`src/rtl/bqm_sensor_conditioner.sv`:
```
// Queue sensor conditioner: synchronises and debounces the departure (inA) and
// arrival (inB) sensors into single-clk count pulses, with stuck-sensor flags.

module bqm_debounce_channel #(
   parameter int DEBOUNCE_TICKS = 10,
   parameter int STUCK_TICKS    = 5000
) (
   input  logic clk,
   input  logic reset,
   input  logic tick,
   input  logic s,
   output logic press,
   output logic stuck
);

   localparam int DW = $clog2(DEBOUNCE_TICKS + 1);
   localparam int HW = $clog2(STUCK_TICKS + 1);
   localparam logic [DW-1:0] DB_LAST   = DW'(DEBOUNCE_TICKS - 1);
   localparam logic [HW-1:0] HOLD_LAST = HW'(STUCK_TICKS - 1);
   localparam logic [HW-1:0] HOLD_MAX  = HW'(STUCK_TICKS);

   typedef enum logic [2:0] {
      IDLE,
      ARM,
      PRESSED,
      REL,
      STUCK
   } state_t;

   state_t        state;
   logic [DW-1:0] dcnt;
   logic [HW-1:0] hcnt;

   // NOTE: state registers use non-blocking assignments only, so every branch
   // below reads the values held before this edge regardless of statement order.
   always_ff @(posedge clk or posedge reset) begin
      if (reset) begin
         state <= IDLE;
         dcnt  <= '0;
         hcnt  <= '0;
         press <= 1'b0;
         stuck <= 1'b0;
      end else begin
         // NOTE: default-low strobe; a branch that accepts a press overrides it,
         // so press is high for exactly the one clk after the accepting tick.
         press <= 1'b0;
         if (tick) begin
            case (state)
               IDLE: begin
                  if (s) begin
                     if (DEBOUNCE_TICKS == 1) begin
                        state <= PRESSED;
                        dcnt  <= '0;
                        hcnt  <= '0;
                        press <= 1'b1;
                     end else begin
                        state <= ARM;
                        dcnt  <= DW'(1);
                     end
                  end
               end

               ARM: begin
                  if (s) begin
                     if (dcnt == DB_LAST) begin
                        state <= PRESSED;
                        dcnt  <= '0;
                        hcnt  <= '0;
                        press <= 1'b1;
                     end else begin
                        dcnt <= dcnt + DW'(1);
                     end
                  end else begin
                     state <= IDLE;
                     dcnt  <= '0;
                  end
               end

               PRESSED: begin
                  if (s) begin
                     if (hcnt == HOLD_LAST) begin
                        state <= STUCK;
                        hcnt  <= HOLD_MAX;
                        dcnt  <= '0;
                        stuck <= 1'b1;
                     end else if (hcnt != HOLD_MAX) begin
                        hcnt <= hcnt + HW'(1);
                     end
                  end else if (DEBOUNCE_TICKS == 1) begin
                     state <= IDLE;
                     dcnt  <= '0;
                  end else begin
                     state <= REL;
                     dcnt  <= DW'(1);
                  end
               end

               // A bounce back to high resumes the hold without a new event.
               REL: begin
                  if (!s) begin
                     if (dcnt == DB_LAST) begin
                        state <= IDLE;
                        dcnt  <= '0;
                     end else begin
                        dcnt <= dcnt + DW'(1);
                     end
                  end else begin
                     state <= PRESSED;
                     dcnt  <= '0;
                  end
               end

               STUCK: begin
                  if (!s) begin
                     if (dcnt == DB_LAST) begin
                        state <= IDLE;
                        dcnt  <= '0;
                        stuck <= 1'b0;
                     end else begin
                        dcnt <= dcnt + DW'(1);
                     end
                  end else begin
                     dcnt <= '0;
                  end
               end

               default: begin
                  state <= IDLE;
                  dcnt  <= '0;
               end
            endcase
         end
      end
   end

endmodule

module bqm_sensor_conditioner #(
   parameter int TICK_DIV       = 50_000,
   parameter int DEBOUNCE_TICKS = 10,
   parameter int STUCK_TICKS    = 5000
) (
   input  logic clk,
   input  logic reset,
   input  logic inA,
   input  logic inB,
   output logic down_pulse,
   output logic up_pulse,
   output logic stuck_a,
   output logic stuck_b
);

   localparam int TW = $clog2(TICK_DIV);
   localparam logic [TW-1:0] TICK_LAST = TW'(TICK_DIV - 1);

   logic [1:0]    sync_a;
   logic [1:0]    sync_b;
   logic [TW-1:0] tick_cnt;
   logic          tick;
   logic          press_a;
   logic          press_b;

   always_ff @(posedge clk or posedge reset) begin
      if (reset) begin
         sync_a   <= '0;
         sync_b   <= '0;
         tick_cnt <= '0;
      end else begin
         sync_a   <= {sync_a[0], inA};
         sync_b   <= {sync_b[0], inB};
         tick_cnt <= tick ? '0 : tick_cnt + TW'(1);
      end
   end

   assign tick = (tick_cnt == TICK_LAST);

   bqm_debounce_channel #(
      .DEBOUNCE_TICKS (DEBOUNCE_TICKS),
      .STUCK_TICKS    (STUCK_TICKS)
   ) u_chan_a (
      .clk   (clk),
      .reset (reset),
      .tick  (tick),
      .s     (sync_a[1]),
      .press (press_a),
      .stuck (stuck_a)
   );

   bqm_debounce_channel #(
      .DEBOUNCE_TICKS (DEBOUNCE_TICKS),
      .STUCK_TICKS    (STUCK_TICKS)
   ) u_chan_b (
      .clk   (clk),
      .reset (reset),
      .tick  (tick),
      .s     (sync_b[1]),
      .press (press_b),
      .stuck (stuck_b)
   );

   // An arrival and a departure accepted on the same tick cancel out.
   assign down_pulse = press_a & ~press_b;
   assign up_pulse   = press_b & ~press_a;

endmodule

```
`config.mk`:
```
export PLATFORM = sky130hd
export DESIGN_NAME = bqm_sensor_conditioner
export DESIGN_NICKNAME = d
export VERILOG_FILES = /design/src/rtl/bqm_sensor_conditioner.sv
export SDC_FILE = /design/constraint.sdc
export NUM_CORES = 1
export LEC_CHECK = 0
export CAP_MARGIN = 20
export CORE_UTILIZATION = 38
export CTS_CLUSTER_DIAMETER = 100
export DETAILED_ROUTE_END_ITERATION = 8
export PLACE_DENSITY = 0.55
export SYNTH_ARGS = -nofsm -noshare
export SYNTH_HDL_FRONTEND = slang
export SYNTH_SLANG_ARGS = --single-unit
```
`constraint.sdc`:
```
create_clock -name clk -period 2.1 [get_ports clk]
set_input_delay 0.42 -clock clk [delete_from_list [all_inputs] [get_ports clk]]
set_output_delay 0.42 -clock clk [all_outputs]
set_load 0.02 [all_outputs]
```
==> metrics.cfg <==
[outcome]
status = completed

[worst_setup_path]
r2r-start = u_chan_b.hcnt[4]$_DFFE_PP0P_
cpPeakStageDelay_ps = 540
cp-start-kind = flop
r2r_slack_ps = 50
rr_endpoint = u_chan_b.hcnt[7]$_DFFE_PP0P_
cp.arrival_ps = 2270
r2r_cells = 5
path_cells = nor4b_4, nand4_1, o311ai_4, nor3_1, a211o_1
worst_ep_required_time_ps = 2330
timing_worst_setup_path_type = reg -> reg
critPathMaxFanout = 8
critPathSlowestCell = o311ai_4
cp-end-kind = flop

[synthesis]
synth-edff-count = 0
synth-seq-cells = 64
synthCells = 424
synth.most_common_cell = dfrtp_1
synthTopCellsByArea = dfrtp_1 41%, nand2_1 3.8%, o21ai_0 3.6%
synth_cell_types = 68
synthTopCellsByCount = 64 x dfrtp_1, 39 x nand2_1, 31 x nor2_1
synth_top_area_share = 0.411
syn-num-nets = 437
synth_top_area_cell = dfrtp_1
syn_avg_cell_area_sq_um = 9.18
async_flop_share = 1.00
synth-warning-count = 0
netlist_area_sq_mm = 0.00389
synth_flop_cell = dfrtp_1
yosysSeqAreaShare = 0.411

[clocking]
clock_latency_ps = 350
root_buffer = clkbuf_8
cts-htree-levels = 3
cts_sinks = 64
cts_buffer_depth = 2
cts_buffers = 9
path_clk_slew_ps = 70
cts_tree = done

[timing]
fin_crit_sh = 0.974
min_period_ps = 2050
fmax_mhz = 489
worst_pin_slew_ps = 533
fin_hold_ws_ps = 349
finClkSkew_ps = 11.1
grt_setup_unrepaired = yes
hold_viol = 0
maxSlewHeadroom = 0.641
slew_violations = 0
finalSetupViolCount = 0

[hold_path]
holdPathEnd = sync_a[1]$_DFF_PP0_
min_from = sync_a[0]$_DFF_PP0_
holdPathStages = 0
hold_class = reg -> reg

[routing]
viasPerCell = 5.53
route.vias.total = 3286
firstDrtPassIters = 4
post_drt_wl_per_cell_um = 15.0
wl_um = 8920
drc = 0
ant_nets = 0
drt_iter0_drc = 144

[floorplan]
die_w_um = 103
pin_count = 8
die_y_um = 103
core_area_sq_mm = 0.00986
start_util = 0.395
die_area_sq_mm = 0.0107
num_rows = 36

[global_routing]
track_usage = 0.185
antenna_found_initial = 0
grt_max_degree = 65
grt_overflow_total = 0
grt_pass1_wl_um = 15000
grt_pass1_vias = 3041

[cells_and_area]
areaGrowthSynthToFinish_pct = 15.8
antenna_cells = 0
fin_util = 0.457
num-nets-final = 469
drive_gt1_frac = 0.148
n_fill_cell = 946

[placement]
place.gp.congestion = 0.824
io_buffers = 7
dp.final_hpwl_um = 6240

[power_and_ir_drop]
leakage_nw = 1.95
p_total_mw = 2.32
p_per_area_mw_per_mm2 = 514
vdd_ir_drop_max_uv = 263

[run]
maxCapViolations = 0

## repair_timing
action | CTS | global route
setup endpoints to repair | 0 | 11
setup buffers | 0 | 1
hold buffers | 0 | 0
gates resized for setup | 0 | 6
## metal layers
layer	vias up	wire [um]	global-route usage	part of all wire
met5	-	0	0	0
li1	1632	-	-	-
met3	8	177	0.0356	0.020
met4	0	104	0.0758	0.012
met1	1609	4380	0.247	0.49
met2	37	4250	0.296	0.48
## worst max-delay path by stage
stage	from	to	slack, ps	depth (start not counted)
6_report	u_chan_b.hcnt[4]$_DFFE_PP0P_	u_chan_b.hcnt[7]$_DFFE_PP0P_	50	5
5_1_grt	u_chan_b.hcnt[4]$_DFFE_PP0P_	u_chan_b.hcnt[7]$_DFFE_PP0P_	-9	5
4_1_cts	tick_cnt[0]$_DFF_PP0_	u_chan_b.hcnt[4]$_DFFE_PP0P_	9	6
3_5_place_dp	tick_cnt[0]$_DFF_PP0_	u_chan_b.hcnt[4]$_DFFE_PP0P_	20	6
3_3_place_gp	tick_cnt[0]$_DFF_PP0_	u_chan_b.hcnt[4]$_DFFE_PP0P_	100	6
2_1_floorplan	reset	sync_a[0]$_DFF_PP0_	80	1
## worst max-delay path: cells and delay by family (launching register included)
| kind | cells | cell delay, ps |
|---|---|---|
| compound gates | 2 | 820 |
| simple gates | 3 | 650 |
| flops | 1 | 460 |
## report_power, final
part           switching, mW  internal [mW]
clock network          0.487          0.544
logic                 0.0320         0.0130
registers            0.00619           1.24
## logic make-up (layout without fill, tap and decap cells)
kind of cell               after synthesis  after routing  synth area share
adders and majority gates                9              9            0.0289
xor gates and xnor gates                15             15            0.0337
buffers and inverters                   33             70            0.0357
DFF                                     64             64             0.411
AOI/OAI and AO/OA                       94             94             0.165
muxes                                    5              5            0.0141
and+or+nand+nor                        204            204             0.312
## stage by stage
stage	setup TNS, ps	setup WS, ps	instances	cell area [sq um]
floorplan	0	81.9	424	3890
global placement	0	101	577	4300
detailed placement	0	23.8	577	4300
CTS	0	8.68	593	4480
global route	-8.84	-8.84	594	4510
finish	0	54.9	594	4510
## layout by cell type, fill, tap and decap left out, types with 4 or more instances in the layout
master and n:
o211ai_1 6, nor4_1 10, inv_1 12, xnor2_1 6, nand4_1 8, or3_1 5
dfrtp_1 63, nor2b_1 9, o21ai_0 28, buf_4 33, and3_1 6, and4_1 6
ha_1 9, o2bb2ai_1 4, a31oi_1 4, and3b_1 8, a21oi_1 9, and4b_1 4
o31ai_1 10, xor2_1 9, nand3_1 26, o21ai_1 7, clkdlybuf4s50_1 7, nand2b_1 5
nor2_1 30, nand2_1 39, nor3b_1 5, clkbuf_8 9, nor3_1 12
## registers in the layout, indices dropped and copies added (netlist names), 2 cells and up
signal	flops
tick_cnt	16
u_chan_a.hcnt	13
u_chan_b.hcnt	13
u_chan_a.dcnt	4
u_chan_b.dcnt	4
u_chan_a.state	3
u_chan_b.state	3
sync_a	2
sync_b	2
## area by class of cell
cell class	instances	area [sq um]	area share
Clock buffer	12	135	0.0300
Clock inverter	4	45.0	0.00999
Inverter	13	48.8	0.0108
Multi-Input combinational cell	327	2170	0.482
Sequential cell	64	1600	0.355
Tap cell	133	166	0.0369
Timing Repair Buffer	41	338	0.0749
(Power assumes the default switching activity.)
